==> config.mk <==
export PLATFORM = sky130hd
export DESIGN_NAME = panda_lsu
export DESIGN_NICKNAME = d
export VERILOG_FILES = /design/src/rtl/panda_pkg.sv /design/src/rtl/panda_lsu_extract.sv /design/src/rtl/panda_lsu.sv
export SDC_FILE = /design/constraint.sdc
export NUM_CORES = 1
export LEC_CHECK = 0
export CORE_UTILIZATION = 29
export CTS_BUF_LIST = sky130_fd_sc_hd__clkbuf_4 sky130_fd_sc_hd__clkbuf_8 sky130_fd_sc_hd__clkbuf_16
export DETAILED_ROUTE_END_ITERATION = 10
export PLACE_DENSITY_LB_ADDON = 0.3
export RECOVER_POWER = 25
export SYNTH_ARGS = -nofsm -noshare
export SYNTH_HDL_FRONTEND = slang
export SYNTH_SLANG_ARGS = --single-unit
==> constraint.sdc <==
create_clock -name clk_i -period 4.35 [get_ports clk_i]
set_clock_uncertainty 0.05 [all_clocks]
set_input_delay 0.87 -clock clk_i [delete_from_list [all_inputs] [get_ports clk_i]]
set_output_delay 0.87 -clock clk_i [all_outputs]
set_load 0.005 [all_outputs]
==> src/rtl/panda_pkg.sv <==
// rtl/panda_pkg.sv - shared LSU types and access-shaping helpers
// Contents:
//   lsu_size_e      access size (LsuByte / LsuHalf / LsuWord)
//   lsu_misaligned  1 when an access of the given size is misaligned at the byte offset
//   lsu_be          byte enables for a size at a byte offset within the word
//   lsu_wdata       store data replicated across every lane a size can occupy
package panda_pkg;

    typedef enum logic [1:0] {
        LsuByte = 2'd0,
        LsuHalf = 2'd1,
        LsuWord = 2'd2
    } lsu_size_e;

    // The unused encoding is treated like a word everywhere so that the
    // misalignment check, byte enables and store lanes stay consistent.
    function automatic logic lsu_misaligned(input lsu_size_e size, input logic [1:0] off);
        case (size)
            LsuByte: return 1'b0;
            LsuHalf: return off[0];
            default: return |off;
        endcase
    endfunction

    function automatic logic [3:0] lsu_be(input lsu_size_e size, input logic [1:0] off);
        case (size)
            LsuByte: return 4'b0001 << off;
            LsuHalf: return 4'b0011 << off;
            default: return 4'b1111;
        endcase
    endfunction

    // Replicating the data means the memory picks the right lane from the
    // byte enables alone; no shifter is needed on the store path.
    function automatic logic [31:0] lsu_wdata(input lsu_size_e size, input logic [31:0] wdata);
        case (size)
            LsuByte: return {4{wdata[7:0]}};
            LsuHalf: return {2{wdata[15:0]}};
            default: return wdata;
        endcase
    endfunction

endpackage

==> src/rtl/panda_lsu_extract.sv <==
// rtl/panda_lsu_extract.sv - load lane selection and sign/zero extension
// Ports:
//   rdata_i     raw 32-bit word returned by data memory
//   offset_i    byte offset of the access within the word
//   size_i      access size
//   unsigned_i  1 = zero-extend, 0 = sign-extend
//   data_o      LSB-aligned, extended load result
module panda_lsu_extract
    import panda_pkg::*;
(
    input  logic [31:0] rdata_i,
    input  logic [1:0]  offset_i,
    input  lsu_size_e   size_i,
    input  logic        unsigned_i,
    output logic [31:0] data_o
);

    logic [7:0]  byte_sel;
    logic [15:0] half_sel;

    // Picking the lane with part-selects is the same as shifting right by
    // 8*offset and keeping the low bits. Halves are aligned, so offset[1]
    // alone selects the lane.
    assign byte_sel = rdata_i[{offset_i, 3'b000} +: 8];
    assign half_sel = rdata_i[{offset_i[1], 4'b0000} +: 16];

    always_comb begin
        data_o = rdata_i;
        case (size_i)
            LsuByte: data_o = {{24{byte_sel[7] & ~unsigned_i}}, byte_sel};
            LsuHalf: data_o = {{16{half_sel[15] & ~unsigned_i}}, half_sel};
            default: data_o = rdata_i;
        endcase
    end

endmodule

==> src/rtl/panda_lsu.sv <==
// rtl/panda_lsu.sv - load/store unit with a request/grant/rvalid data port
// Ports:
//   clk_i, rst_i                    clock, asynchronous active-high reset
//   req_i, we_i, size_i, unsigned_i memory op from execute, sampled while idle
//   addr_i, wdata_i                 byte address and LSB-aligned store data
//   busy_o                          transaction outstanding
//   valid_o, rdata_o                one-cycle completion pulse with load result (0 for stores)
//   err_o                           one-cycle misaligned-access pulse
//   data_req_o .. data_rdata_i      data memory request/grant/response port
module panda_lsu
    import panda_pkg::*;
#(
    parameter int Width = 32
) (
    input  logic             clk_i,
    input  logic             rst_i,
    input  logic             req_i,
    input  logic             we_i,
    input  lsu_size_e        size_i,
    input  logic             unsigned_i,
    input  logic [Width-1:0] addr_i,
    input  logic [Width-1:0] wdata_i,
    output logic             busy_o,
    output logic             valid_o,
    output logic [Width-1:0] rdata_o,
    output logic             err_o,
    output logic             data_req_o,
    input  logic             data_gnt_i,
    output logic [Width-1:0] data_addr_o,
    output logic             data_we_o,
    output logic [3:0]       data_be_o,
    output logic [Width-1:0] data_wdata_o,
    input  logic             data_rvalid_i,
    input  logic [Width-1:0] data_rdata_i
);

    typedef enum logic [1:0] {
        IDLE        = 2'd0,
        WAIT_GNT    = 2'd1,
        WAIT_RVALID = 2'd2
    } state_e;

    state_e           state;
    logic [Width-1:0] addr_q;
    logic [Width-1:0] wdata_q;
    logic [3:0]       be_q;
    logic             we_q;
    lsu_size_e        size_q;
    logic             unsigned_q;

    logic             in_idle;
    logic             misaligned;
    logic             issue;
    logic [Width-1:0] load_data;

    assign in_idle    = (state == IDLE);
    assign misaligned = req_i && lsu_misaligned(size_i, addr_i[1:0]);
    assign issue      = req_i && !misaligned;

    // While idle the request is presented straight from the inputs so a
    // same-cycle grant costs no extra cycle; afterwards the captured copy
    // keeps the attributes stable no matter what execute drives.
    assign busy_o       = !in_idle;
    assign data_req_o   = (in_idle && issue) || (state == WAIT_GNT);
    assign data_addr_o  = in_idle ? {addr_i[Width-1:2], 2'b00} : {addr_q[Width-1:2], 2'b00};
    assign data_we_o    = in_idle ? we_i : we_q;
    assign data_be_o    = in_idle ? lsu_be(size_i, addr_i[1:0]) : be_q;
    assign data_wdata_o = in_idle ? lsu_wdata(size_i, wdata_i) : wdata_q;

    panda_lsu_extract u_extract (
        .rdata_i    (data_rdata_i),
        .offset_i   (addr_q[1:0]),
        .size_i     (size_q),
        .unsigned_i (unsigned_q),
        .data_o     (load_data)
    );

    always_ff @(posedge clk_i or posedge rst_i) begin
        if (rst_i) begin
            state      <= IDLE;
            valid_o    <= 1'b0;
            err_o      <= 1'b0;
            rdata_o    <= '0;
            addr_q     <= '0;
            wdata_q    <= '0;
            be_q       <= '0;
            we_q       <= 1'b0;
            size_q     <= LsuByte;
            unsigned_q <= 1'b0;
        end else begin
            valid_o <= 1'b0;
            err_o   <= 1'b0;
            case (state)
                IDLE: begin
                    if (misaligned) begin
                        err_o <= 1'b1;
                    end else if (issue) begin
                        // Captured even on a same-cycle grant: the offset,
                        // size and signedness are needed when data returns.
                        addr_q     <= addr_i;
                        wdata_q    <= lsu_wdata(size_i, wdata_i);
                        be_q       <= lsu_be(size_i, addr_i[1:0]);
                        we_q       <= we_i;
                        size_q     <= size_i;
                        unsigned_q <= unsigned_i;
                        state      <= data_gnt_i ? WAIT_RVALID : WAIT_GNT;
                    end
                end
                WAIT_GNT: begin
                    if (data_gnt_i) begin
                        state <= WAIT_RVALID;
                    end
                end
                WAIT_RVALID: begin
                    if (data_rvalid_i) begin
                        state   <= IDLE;
                        valid_o <= 1'b1;
                        rdata_o <= we_q ? '0 : load_data;
                    end
                end
                default: state <= IDLE;
            endcase
        end
    end

endmodule

==> flow_summary.ini <==
[run_status]
status = complete, but fails checks
violations = capacitance limit, slew limit

[grt]
grt_pass1_vias = 4927
grt_usage = 0.172
grt.overflow.total = 0
grt_pass1_wl_um = 27000
grt_max_degree = 81
antenna_found_initial = 1

[floorplan]
die_height_um = 141
start_util = 0.298
core_area_um2 = 18900
dieArea_um2 = 20000
die_w_um = 141
num_rows = 50
num_io_pins = 210

[synthesis]
netlist.area_leader.share = 0.480
synthTopCellsByArea = dfrtp_1 48%, nand2_1 12%, mux2_2 9.2%, mux2i_1 6.8%, o21ai_0 6.0%
ys_ff_latch = 108
synth_async_sr_flop_share = 1.00
yosysWarnings = 0
synthesis.instances = 604
syn_area_per_cell_um2 = 9.32
synth_top_cell_by_area = dfrtp_1
ys_types = 32
synth_edf_count = 0
seq_area_frac_synth = 0.480
syn_area_um2 = 5630
synth_flop_cell = dfrtp_1

[sta]
slew-limit-headroom = -0.488
tns_ns = 0
hold_viol = 0
setup_violations = 0
slew_violations = 46
worstMarginPinSlew_ns = 2.22
rsz0062_at_grt = no
fin_crit_sh = 0.866
fin_crit_ns = 3.77
timing.fmax_mhz = 265

[worst_setup_path]
worstPathMaxFanout = 11
crit_path_start = size_i[0]
crit_path_top_delay_cell = dlygate4sd3_1
start_kind = primary input
arrival_ns = 2.85
crit_family = buffers and inverters
r2r_setup_slack_ns = 1.95
critPathMaxStageDelay_ns = 0.66
r2r-start = size_q[1]$_DFFE_PP0P_
r2r_cells = 5
worstSetupEndpointType = primary output
r2r_end = rdata_o[24]$_DFFE_PP0P_
path_cells = dlygate4sd3_1, nor2_1, buf_4, o21ai_0, a21oi_1, clkdlybuf4s50_1
cp.required_ns = 3.43
crit_buf_inv = 3
crit_type = primary input to primary output

[drt]
ant_nets = 0
drc = 0
drtIter0Drc = 229
wl_per_cell_um = 16.0
routed_wirelength_um = 16900
vias = 5012
vias_per_cell = 4.75
drtPass1Iterations = 5

[placed_design]
postPlaceCellArea_um2 = 7970
portBuffers = 207
dp.cells = 1039
dp_hpwl_um = 12000
gp_congestion = 0.795

[layout]
mostFrequentLayoutCells = 205 x clkdlybuf4s50_1, 184 x nand2_1, 108 x dfrtp_1
finish.instance_area_um2 = 8280
final_common_cell = clkdlybuf4s50_1
fin_cells = 1056
area_delta_synth_final_pct = 47.1
nets = 895
drive_gt1_frac = 0.116
post-route-util = 0.438

[worst_hold_path]
whs_path_depth = 2
hold_path_end = wdata_q[8]$_DFFE_PP0P_
min-delay-start = wdata_q[8]$_DFFE_PP0P_
hold_path_class = flip-flop to flip-flop

[power_and_ir_drop]
ir_drop_uv = 242
power_density_nw_per_um2 = 496
leakage_nw = 3.65

[clock_tree]
clk_pin_slew_ns = 0.08
post_cts_buffers = 0
insertion_delay_ns = 0.35
cts_resized = 0
clock-sinks = 108
cts_buffers = 9
cts_buffer_depth = 2
cts-htree-levels = 3
cts_root_buf = clkbuf_16
cts_tree = done
holdBufCountCts = 0

[run]
maxCapViolCount = 1
[synthesized netlist by cell type, types with 4 or more instances]
cell type,count
nand2_1,184
dfrtp_1,108
o21ai_0,67
mux2_2,46
mux2i_1,38
clkbuf_1,29
a21oi_1,25
nor2_1,18
inv_1,14
a221o_2,10
a22o_1,8
buf_2,8
o221ai_1,7
o32ai_1,7
a221o_1,6
buf_1,4
[metal layers]
layer | wire (um) | GRT usage | vias up
met5 | 0 | 0 | -
met4 | 326 | 0.0543 | 0
met3 | 1150 | 0.0503 | 24
met2 | 7910 | 0.276 | 154
met1 | 7510 | 0.223 | 2378
li1 | - | - | 2456
[cell families after synthesis]
| group | count (synthesis) | share of synthesized area |
|---|---|---|
| muxes | 84 | 0.160 |
| AOI/OAI and AO/OA | 136 | 0.161 |
| buffers and inverters | 62 | 0.0478 |
| other | 1 | 0.000666 |
| and+or+nand+nor | 213 | 0.150 |
| DFF | 108 | 0.480 |
[final cells by class]
type,count,area [um^2]
Clock inverter,6,76.3
Timing Repair Buffer,220,2200
Inverter,16,61.3
Clock buffer,10,239
Antenna cell,1,2.50
Sequential cell,108,2700
Multi-Input combinational cell,435,2670
Tap cell,260,325
Fill cell,1850,10600
[registers in the layout, indices dropped and copies added (netlist names)]
name	flops
addr_q	32
unsigned_q	1
valid_o	1
be_q	4
we_q	1
state	2
size_q	2
wdata_q	32
err_o	1
rdata_o	32
[worst max path at each step]
| stage | depth (start not counted) | endpoint | slack [ns] |
|---|---|---|---|
| detailed placement | 6 | data_req_o | 0.63 |
| CTS | 6 | data_req_o | 0.61 |
| finish | 6 | data_req_o | 0.58 |
| floorplan | 1 | addr_q[0]$_DFFE_PP0P_ | 0.58 |
| global placement | 6 | data_req_o | 0.65 |
| global route | 6 | data_req_o | 0.41 |
[tightest hold or removal path, cell delays in order, from the launching register on]
cell	delay, ns
dfrtp_1	0.34
nand2_1	0.04
o21ai_0	0.06
[where the power goes]
group / internal (mW) / switching (mW)
clock network: 0.476 / 0.406
logic: 0.987 / 0.659
registers: 1.35 / 0.229
[stage by stage]
step	hold WS (ns)	worst slack, ns	power (mW)
2_1_floorplan	0.400	0.584	2.34
3_3_place_gp	0.413	0.647	3.25
3_5_place_dp	0.421	0.632	3.26
4_1_cts	0.439	0.608	4.17
5_1_grt	0.457	0.409	4.39
6_report	0.433	0.583	4.11
Power figures use the tool's default switching activity.
